==> src/rtl/uart_tx_arbiter.sv <==
// Round-robin arbiter that hands the single UART transmitter to one of NREQ
// byte-stream requesters for a whole packet, with a stall watchdog.
module uart_tx_arbiter #(
  parameter int NREQ    = 4,
  parameter int TIMEOUT = 1000000
) (
  input  logic              sys_clk,
  input  logic              sys_rst,
  input  logic [NREQ-1:0]   req_valid,
  input  logic [8*NREQ-1:0] req_data,
  input  logic [NREQ-1:0]   req_last,
  output logic [NREQ-1:0]   req_ready,
  output logic [NREQ-1:0]   grant,
  output logic [7:0]        tx_data,
  output logic              tx_wr,
  input  logic              tx_done,
  output logic              busy,
  output logic              timeout
);
  localparam int PW = $clog2(NREQ);
  localparam int CW = $clog2(TIMEOUT);
  localparam logic [CW-1:0] CNT_MAX = CW'(TIMEOUT - 1);

  typedef enum logic [1:0] {IDLE, SEND, WAIT} state_t;

  state_t              state_q, state_d;
  logic [NREQ-1:0]     grant_q, grant_d;
  logic [PW-1:0]       ptr_q, ptr_d;
  logic [CW-1:0]       cnt_q, cnt_d;
  logic [7:0]          tx_data_q, tx_data_d;
  logic                last_q, last_d;
  logic                tx_wr_q, tx_wr_d;
  logic [NREQ-1:0]     req_ready_q, req_ready_d;
  logic                busy_q, busy_d;
  logic                timeout_q, timeout_d;

  logic                arb_found;
  logic [PW-1:0]       arb_idx;
  logic                sel_valid;
  logic [7:0]          sel_data;
  logic                stall, accept, done;

  function automatic logic [PW-1:0] wrap_idx(input logic [PW-1:0] p, input int k);
    int s;
    s = int'(p) + k;
    if (s >= NREQ) s = s - NREQ;
    return PW'(s);
  endfunction

  // Descending scan so the lowest offset from ptr+1 wins.
  always_comb begin
    arb_found = 1'b0;
    arb_idx   = '0;
    for (int k = NREQ; k >= 1; k--) begin
      if (req_valid[wrap_idx(ptr_q, k)]) begin
        arb_found = 1'b1;
        arb_idx   = wrap_idx(ptr_q, k);
      end
    end
  end

  assign sel_valid = req_valid[ptr_q];
  assign sel_data  = req_data[8*int'(ptr_q) +: 8];
  assign stall     = (state_q != IDLE) && (cnt_q == CNT_MAX);
  assign accept    = (state_q == SEND) && !stall && sel_valid;
  // tx_wr_q high marks the first WAIT cycle, where tx_done cannot be ours yet.
  assign done      = (state_q == WAIT) && !stall && tx_done && !tx_wr_q;

  always_ff @(posedge sys_clk or posedge sys_rst) begin
    if (sys_rst) state_q <= IDLE;
    else         state_q <= state_d;
  end

  always_comb begin
    state_d = state_q;
    case (state_q)
      IDLE:    if (arb_found) state_d = SEND;
      SEND:    if (stall) state_d = IDLE;
               else if (accept) state_d = WAIT;
      WAIT:    if (stall) state_d = IDLE;
               else if (done) state_d = last_q ? IDLE : SEND;
      default: state_d = IDLE;
    endcase
  end

  always_comb begin
    grant_d     = grant_q;
    ptr_d       = ptr_q;
    cnt_d       = cnt_q;
    tx_data_d   = tx_data_q;
    last_d      = last_q;
    tx_wr_d     = 1'b0;
    req_ready_d = '0;
    timeout_d   = 1'b0;
    busy_d      = (state_d != IDLE);
    case (state_q)
      IDLE: if (arb_found) begin
        grant_d          = '0;
        grant_d[arb_idx] = 1'b1;
        ptr_d            = arb_idx;
        cnt_d            = '0;
      end
      SEND: if (stall) begin
        timeout_d = 1'b1;
        grant_d   = '0;
      end else if (accept) begin
        tx_data_d   = sel_data;
        last_d      = req_last[ptr_q];
        tx_wr_d     = 1'b1;
        req_ready_d = grant_q;
        cnt_d       = '0;
      end else begin
        cnt_d = cnt_q + 1'b1;
      end
      WAIT: if (stall) begin
        timeout_d = 1'b1;
        grant_d   = '0;
      end else if (done) begin
        if (last_q) grant_d = '0;
        else        cnt_d   = '0;
      end else begin
        cnt_d = cnt_q + 1'b1;
      end
      default: ;
    endcase
  end

  always_ff @(posedge sys_clk or posedge sys_rst) begin
    if (sys_rst) begin
      grant_q     <= '0;
      ptr_q       <= PW'(NREQ - 1);
      cnt_q       <= '0;
      tx_data_q   <= '0;
      last_q      <= 1'b0;
      tx_wr_q     <= 1'b0;
      req_ready_q <= '0;
      busy_q      <= 1'b0;
      timeout_q   <= 1'b0;
    end else begin
      grant_q     <= grant_d;
      ptr_q       <= ptr_d;
      cnt_q       <= cnt_d;
      tx_data_q   <= tx_data_d;
      last_q      <= last_d;
      tx_wr_q     <= tx_wr_d;
      req_ready_q <= req_ready_d;
      busy_q      <= busy_d;
      timeout_q   <= timeout_d;
    end
  end

  assign grant     = grant_q;
  assign tx_data   = tx_data_q;
  assign tx_wr     = tx_wr_q;
  assign req_ready = req_ready_q;
  assign busy      = busy_q;
  assign timeout   = timeout_q;

endmodule

==> config.mk <==
export PLATFORM = sky130hd
export DESIGN_NAME = uart_tx_arbiter
export DESIGN_NICKNAME = d
export VERILOG_FILES = /design/src/rtl/uart_tx_arbiter.sv
export SDC_FILE = /design/constraint.sdc
export NUM_CORES = 1
export LEC_CHECK = 0
export CELL_PAD_IN_SITES_DETAIL_PLACEMENT = 1
export CELL_PAD_IN_SITES_GLOBAL_PLACEMENT = 1
export CORE_ASPECT_RATIO = 1.25
export CORE_UTILIZATION = 35
export CTS_CLUSTER_SIZE = 12
export DETAILED_ROUTE_END_ITERATION = 8
export PLACE_DENSITY_LB_ADDON = 0.1
export SYNTH_ARGS = -nofsm -noshare
export SYNTH_HDL_FRONTEND = slang
export SYNTH_SLANG_ARGS = --single-unit
==> constraint.sdc <==
create_clock -name sys_clk -period 2.8 [get_ports sys_clk]
set_input_delay 0.42 -clock sys_clk [delete_from_list [all_inputs] [get_ports sys_clk]]
set_output_delay 0.42 -clock sys_clk [all_outputs]
set_load 0.03 [all_outputs]
# Word-level counts from Yosys, hierarchy flattened
# Index checks and enable logic that the tools add are counted.
[op_classes]
n_mux = 54
reduce_logical = 18
eq_ne = 10
add_sub_neg = 9
bitwise_logic = 1
order_cmp = 11
shifts = 1
[ops]
columns = ["operator", "n"]
rows = [
  ["2-to-1 mux 20 bit", 6],
  ["case mux 20 bit (3 select lines)", 1],
  ["2-to-1 mux 4 bit", 8],
  ["variable part select 32 x 6 -> 8 bit", 1],
  ["2-to-1 mux 2 bit", 13],
  ["adder 20 x 1 -> 20 bit, second input constant", 1],
  ["== test 20 bit, second input constant", 1],
  ["< comparator 2 x 3 -> 1 bit, second input constant", 6],
  ["2-to-1 mux 1 bit", 17],
  ["binary-select mux 1 bit (select 2 bit)", 6],
  ["case mux 4 bit (3 select lines)", 1],
  ["AND reduction 5 bit", 2],
  [">= comparator 3 bit, second input constant", 3],
  ["!= test 3 bit, second input constant", 3],
  ["!= test 2 bit, second input constant", 4],
  ["subtractor 2 x 1 -> 2 bit, second input constant", 4],
  ["logical AND 1 bit", 7],
  ["adder 2 x 2 -> 3 bit, second input constant", 2],
  ["case mux 2 bit (3 select lines)", 1],
  ["adder 2 x 3 -> 4 bit, second input constant", 1],
  [">= comparator 4 x 3 -> 1 bit, second input constant", 1],
  ["nonzero test 2 bit", 2],
  ["adder 2 x 1 -> 3 bit, second input constant", 1],
  ["AND reduction 3 bit", 1],
  ["other kinds (10)", 11],
]
[totals]
word_cells = 114
reg_bits = 44

# Longest topological paths before layout
[logic_depth]
ltp_word = 15
ltp_mapped = 9

# Worst setup path before layout
# No wires, ideal clock.
[synth_timing]
path_kind = "flip-flop to flip-flop"
from = "register state_q[0]"
to = "register cnt_q[2]"
path_stages_with_launch = 10
path_buffers = 2
setup_ps = 99
slack_ps = 162
synth_period_minus_slack_ps = 2638
arrival_time_ps = 2539
path_cell_list = "dfrtp_1 > inv_1 > ha_1 > or4b_4 > nor4_4 > a31o_1 > buf_6 > or4b_4 > buf_6 > o311ai_4"
[synth_via]
elab_chain_cells = 9
elab_cells_between_ends = 22
cone_classes = "eq/ne (6); mux (5); reduce/logical (11)"
[synth_rtl]
columns = ["item", "line", "text"]
rows = [
  ["start: declaration", "26", "state_t state_q, state_d;"],
  ["start signal: assignment", "71", "else state_q <= state_d;"],
  ["nonzero test 2 bit", "64", "assign stall = (state_q != IDLE) && (cnt_q == CNT_MAX);"],
  ["logical AND 1 bit", "64", ""],
  ["logical NOT 1 bit", "65, 67", ""],
  ["logical AND 1 bit (3 in series)", "67", "assign done = (state_q == WAIT) && !stall && tx_done && !tx_wr_q;"],
  ["2-to-1 mux 20 bit", "118", "end else if (done) begin"],
  ["2-to-1 mux 20 bit", "115", "WAIT: if (stall) begin"],
  ["case mux 20 bit (3 select lines)", "96", "case (state_q)"],
  ["end signal: assignment", "142", "cnt_q <= cnt_d;"],
  ["end: declaration", "29", "logic [CW-1:0] cnt_q, cnt_d;"],
]
# Several ways; a longest one is shown, not always the timed one. The select of a mux whose other input is x is not followed.
# A chain may end at the register's enable or synchronous reset.

# Worst setup path in the final report
# Ends and elaborated chain as after synthesis.

==> reports/qor.log <==
[sta] portion of the clock cycle consumed by the worst path in the final layout 0.938
[synth] top post-synthesis cells by count dfrtp_1, o21ai_0, nand2_1
[sta] worst slew margin relative to its limit 0.583
[grt] Total GRT Usage 0.202
[power] net switching power of the design 0.00123 W
[synth] net count after synthesis 311
[place] routability cong. 0.776
[cells_and_area] area of the multi-input gates 1460 um^2
[synth] Netlist cell types 46
[power] leakage power 1.39 nW
[route] total wirelength of the detailed-routed design 7390 um
[die] initial standard-cell utilization of the core 0.364
[hold_path] class of the most critical hold timing path register to register
[sta] count of final max-slew check failures 0
[cts] sinks on the clock net 44
[synth] Synth Area per Inst 10.2 um^2
[cells_and_area] share of the core filled with cells 0.478
[route] Post-DRT Antenna Nets 0
[synth] Mapped Area 2690 um^2
[die] number of I/O pins 62
[power] Comb pwr share 0.564
[grt] overflow left after global routing 0
[sta] min cycle time layout 2.63 ns
[job] Max Cap Viol 0
[cells_and_area] Filler Cells Inserted 838
[power] largest voltage drop on the vdd net 0.329 mV
[cells_and_area] total inserted antenna cells 0
[grt] global-route wire length before repair 12700 um
[sta] sum of negative setup slack 0 ns
[synth] biggest area consumer among synthesized cells dfrtp_1
[route] First DRT Iteration DRCs 49
[cts] buffers inserted by post-CTS timing repair 0
[synth] synthesized flop and latch total 44
[cells_and_area] area occupied by registers 1100 um^2
[cts] clock buffers created by TritonCTS 5
[sta] worst hold slack after final layout 0.515 ns
[cts] Post-CTS Hold Fix Bufs 0
[cts] clock-pin slew reported for the worst setup and hold paths after clock tree synthesis 0.09 ns
[power] proportion of power drawn by flip-flops and latches 0.305
[grt] initial antenna violation count 0
[cells_and_area] finished layout cell area 3540 um^2
[sta] setup repair after global routing missed its margin no
[grt] via count of the first global-routing pass 2605
[critical_path] signal arrival time at the worst endpoint 2.83 ns
[sta] final number of setup-violating endpoints 0
[die] area enclosed by the die boundary 8050 um^2
[die] die height 100 um
[synth] ys async rst share 1.00
[route] total vias in the final route 2364
[grt] met2 usage 0.389
[grt] maximum number of pins on one net before global-route repair 45
[synth] sequential element share of the synthesized area 0.410
[synth] Post-synth top flop dfrtp_1
[power] power density normalized to cell area 824 nW/um^2
[cells_and_area] layout cells sized above 1 0.196
[sta] Final Hold Viols 0
[cts] insertion delay of the later-clocked pin in the worst-skew pair 0.29 ns
[power] Switching Fraction 0.424
[cts] maximum clock path buffer count 2
[critical_path] worst setup path category register to register
[route] post-detailed-route DRC marker count 0
[status] outcome finished clean
[place] quantity of I/O buffers inserted on ports 61
[cts] PostCTS Resize Cnt 0
[synth] most area-consuming cells after synthesis dfrtp_1, mux4_2, mux2_2, o21ai_0, o211ai_1
[cts] buffer cell driving the clock tree root clkbuf_8
[die] Die Width 80.4 um
[place] Final HPWL DP 5410 um
[sta] actual slew at the worst max-slew pin 0.622 ns
[synth] Warnings, synthesis 0
[grt] met1 capacity usage during global routing 0.234
[cells_and_area] area growth from synthesis to layout 31.4%
[grt] routing layer with the top usage in global route met2
[critical_path] critical path startpoint category register
[synth] cell count after synthesis 263
[synth] count leader, synth dfrtp_1
[cts] CTS H-Tree Depth 2
[route] post-detailed-route wirelength per cell 17.4 um
[power] fraction of power consumed by the clock network 0.132
[power] internal power 0.00168 W
[critical_path] required arrival time at the worst endpoint 3.00 ns
[critical_path] biggest fanout along the worst timing path 20
[route] Detailed Routing Iterations Pass 1 4
[place] Placed Instance Area 3450 um^2
[die] cell row count 35
[grt] met3 Resource Use GR 0.0218
[synth] area share of the leading cell type in the synthesized netlist 0.391
[route] Vias per Instance 5.58
[synth] Post-synth EDFFs 0
[sta] final setup skew 0.00765 ns
[cts] CTS tree built
[die] area of the placeable core 7400 um^2
[sta] maximum clock frequency 381 MHz
[critical_path] type of element capturing the critical path register
[cells_and_area] total number of nets in the final design 380
-- registers in the layout, indices dropped and copies added, names as in the netlist --
| signal | count |
|---|---|
| busy | 1 |
| cnt_q | 20 |
| grant | 4 |
| last_q | 1 |
| ptr_q | 2 |
| req_ready | 4 |
| state_q | 2 |
| timeout | 1 |
| tx_data | 8 |
| tx_wr | 1 |
-- power groups by stage --
stage	sequential (W)	combinational, W	clock [W]
after floorplan	0.00109	0.000907	0
after global placement	0.000890	0.00165	0
after detailed placement	0.000902	0.00167	0
after CTS	0.000888	0.00167	0.000403
after global routing	0.000908	0.00179	0.000423
final	0.000887	0.00164	0.000384
-- layout by cell type, fill, tap and decap left out, types with 2 or more instances in the layout --
cell type / netlist / layout
o21ai_0: 21 / 21
mux4_2: 10 / 10
nand3_1: 12 / 12
a21oi_1: 8 / 8
and2_1: 4 / 4
clkdlybuf4s50_1: 0 / 61
and3_1: 2 / 2
dfstp_2: 2 / 2
nand4_1: 13 / 13
mux2_2: 13 / 13
ha_1: 5 / 5
nand3b_1: 2 / 2
or3_1: 4 / 4
nor4_1: 2 / 2
o221ai_1: 2 / 2
o211ai_1: 13 / 13
or4b_4: 2 / 2
nand2_1: 17 / 17
buf_4: 0 / 17
nor3_1: 6 / 6
o2111ai_1: 4 / 4
o22ai_1: 2 / 2
a21o_1: 2 / 2
or2_2: 10 / 10
nor2_1: 9 / 9
nand2b_1: 6 / 6
inv_1: 11 / 10
a211oi_1: 3 / 3
dfrtp_1: 42 / 42
clkbuf_8: 0 / 5
nand4b_1: 3 / 3
o21ai_1: 3 / 3
-- critical path, cell delays in order, from the launching register on --
cell	delay, ns
dfrtp_1	0.41
inv_1	0.09
ha_1	0.27
or4b_4	0.53
nor4_4	0.16
a31o_1	0.19
or4b_4	0.63
o311ai_4	0.25
-- stage by stage --
step	total power, W	instances	setup WS [ns]
2_1_floorplan	0.00199	263	0.162
3_3_place_gp	0.00254	417	0.170
3_5_place_dp	0.00257	417	0.156
4_1_cts	0.00296	424	0.155
5_1_grt	0.00312	424	0.0517
6_report	0.00291	424	0.174
-- layout make-up --
type,instances,share of cell area
multi-input combinational,192,0.412
clock inverter,2,0.00354
clock buffer,5,0.0195
tap,92,0.0326
inverter,11,0.0117
timing repair buffer,78,0.209
sequential,44,0.312
-- logic make-up (layout without fill, tap and decap cells) --
| family | after synthesis | count (layout) | synth area share |
|---|---|---|---|
| AO/OA/AOI/OAI | 69 | 69 | 0.176 |
| AND/OR/NAND/NOR | 95 | 95 | 0.204 |
| flip-flops | 44 | 44 | 0.410 |
| multiplexers | 23 | 23 | 0.138 |
| buffers and inverters | 27 | 96 | 0.0488 |
| adder cells (fa/ha/maj) | 5 | 5 | 0.0232 |
-- final timing paths --
check	startpoint	to	slack [ns]	depth (start not counted)
worst max-delay path	state_q[0]	cnt_q[2]	0.17	7
worst min-delay path	tx_data[4]	tx_data[4]	0.51	1
worst max register to register	state_q[0]	cnt_q[2]	0.17	7
worst min register to register	tx_data[4]	tx_data[4]	0.51	1
max in group asynchronous	sys_rst	grant[1]	1.83	3
min in group asynchronous	sys_rst	cnt_q[0]	0.58	3
-- metal layers --
metal	wire length (um)	share of wire
met1	3120	0.42
met2	3980	0.54
met3	216	0.029
met4	75	0.010
met5	0	0
Note: power is estimated with default switching activity, not from simulation.
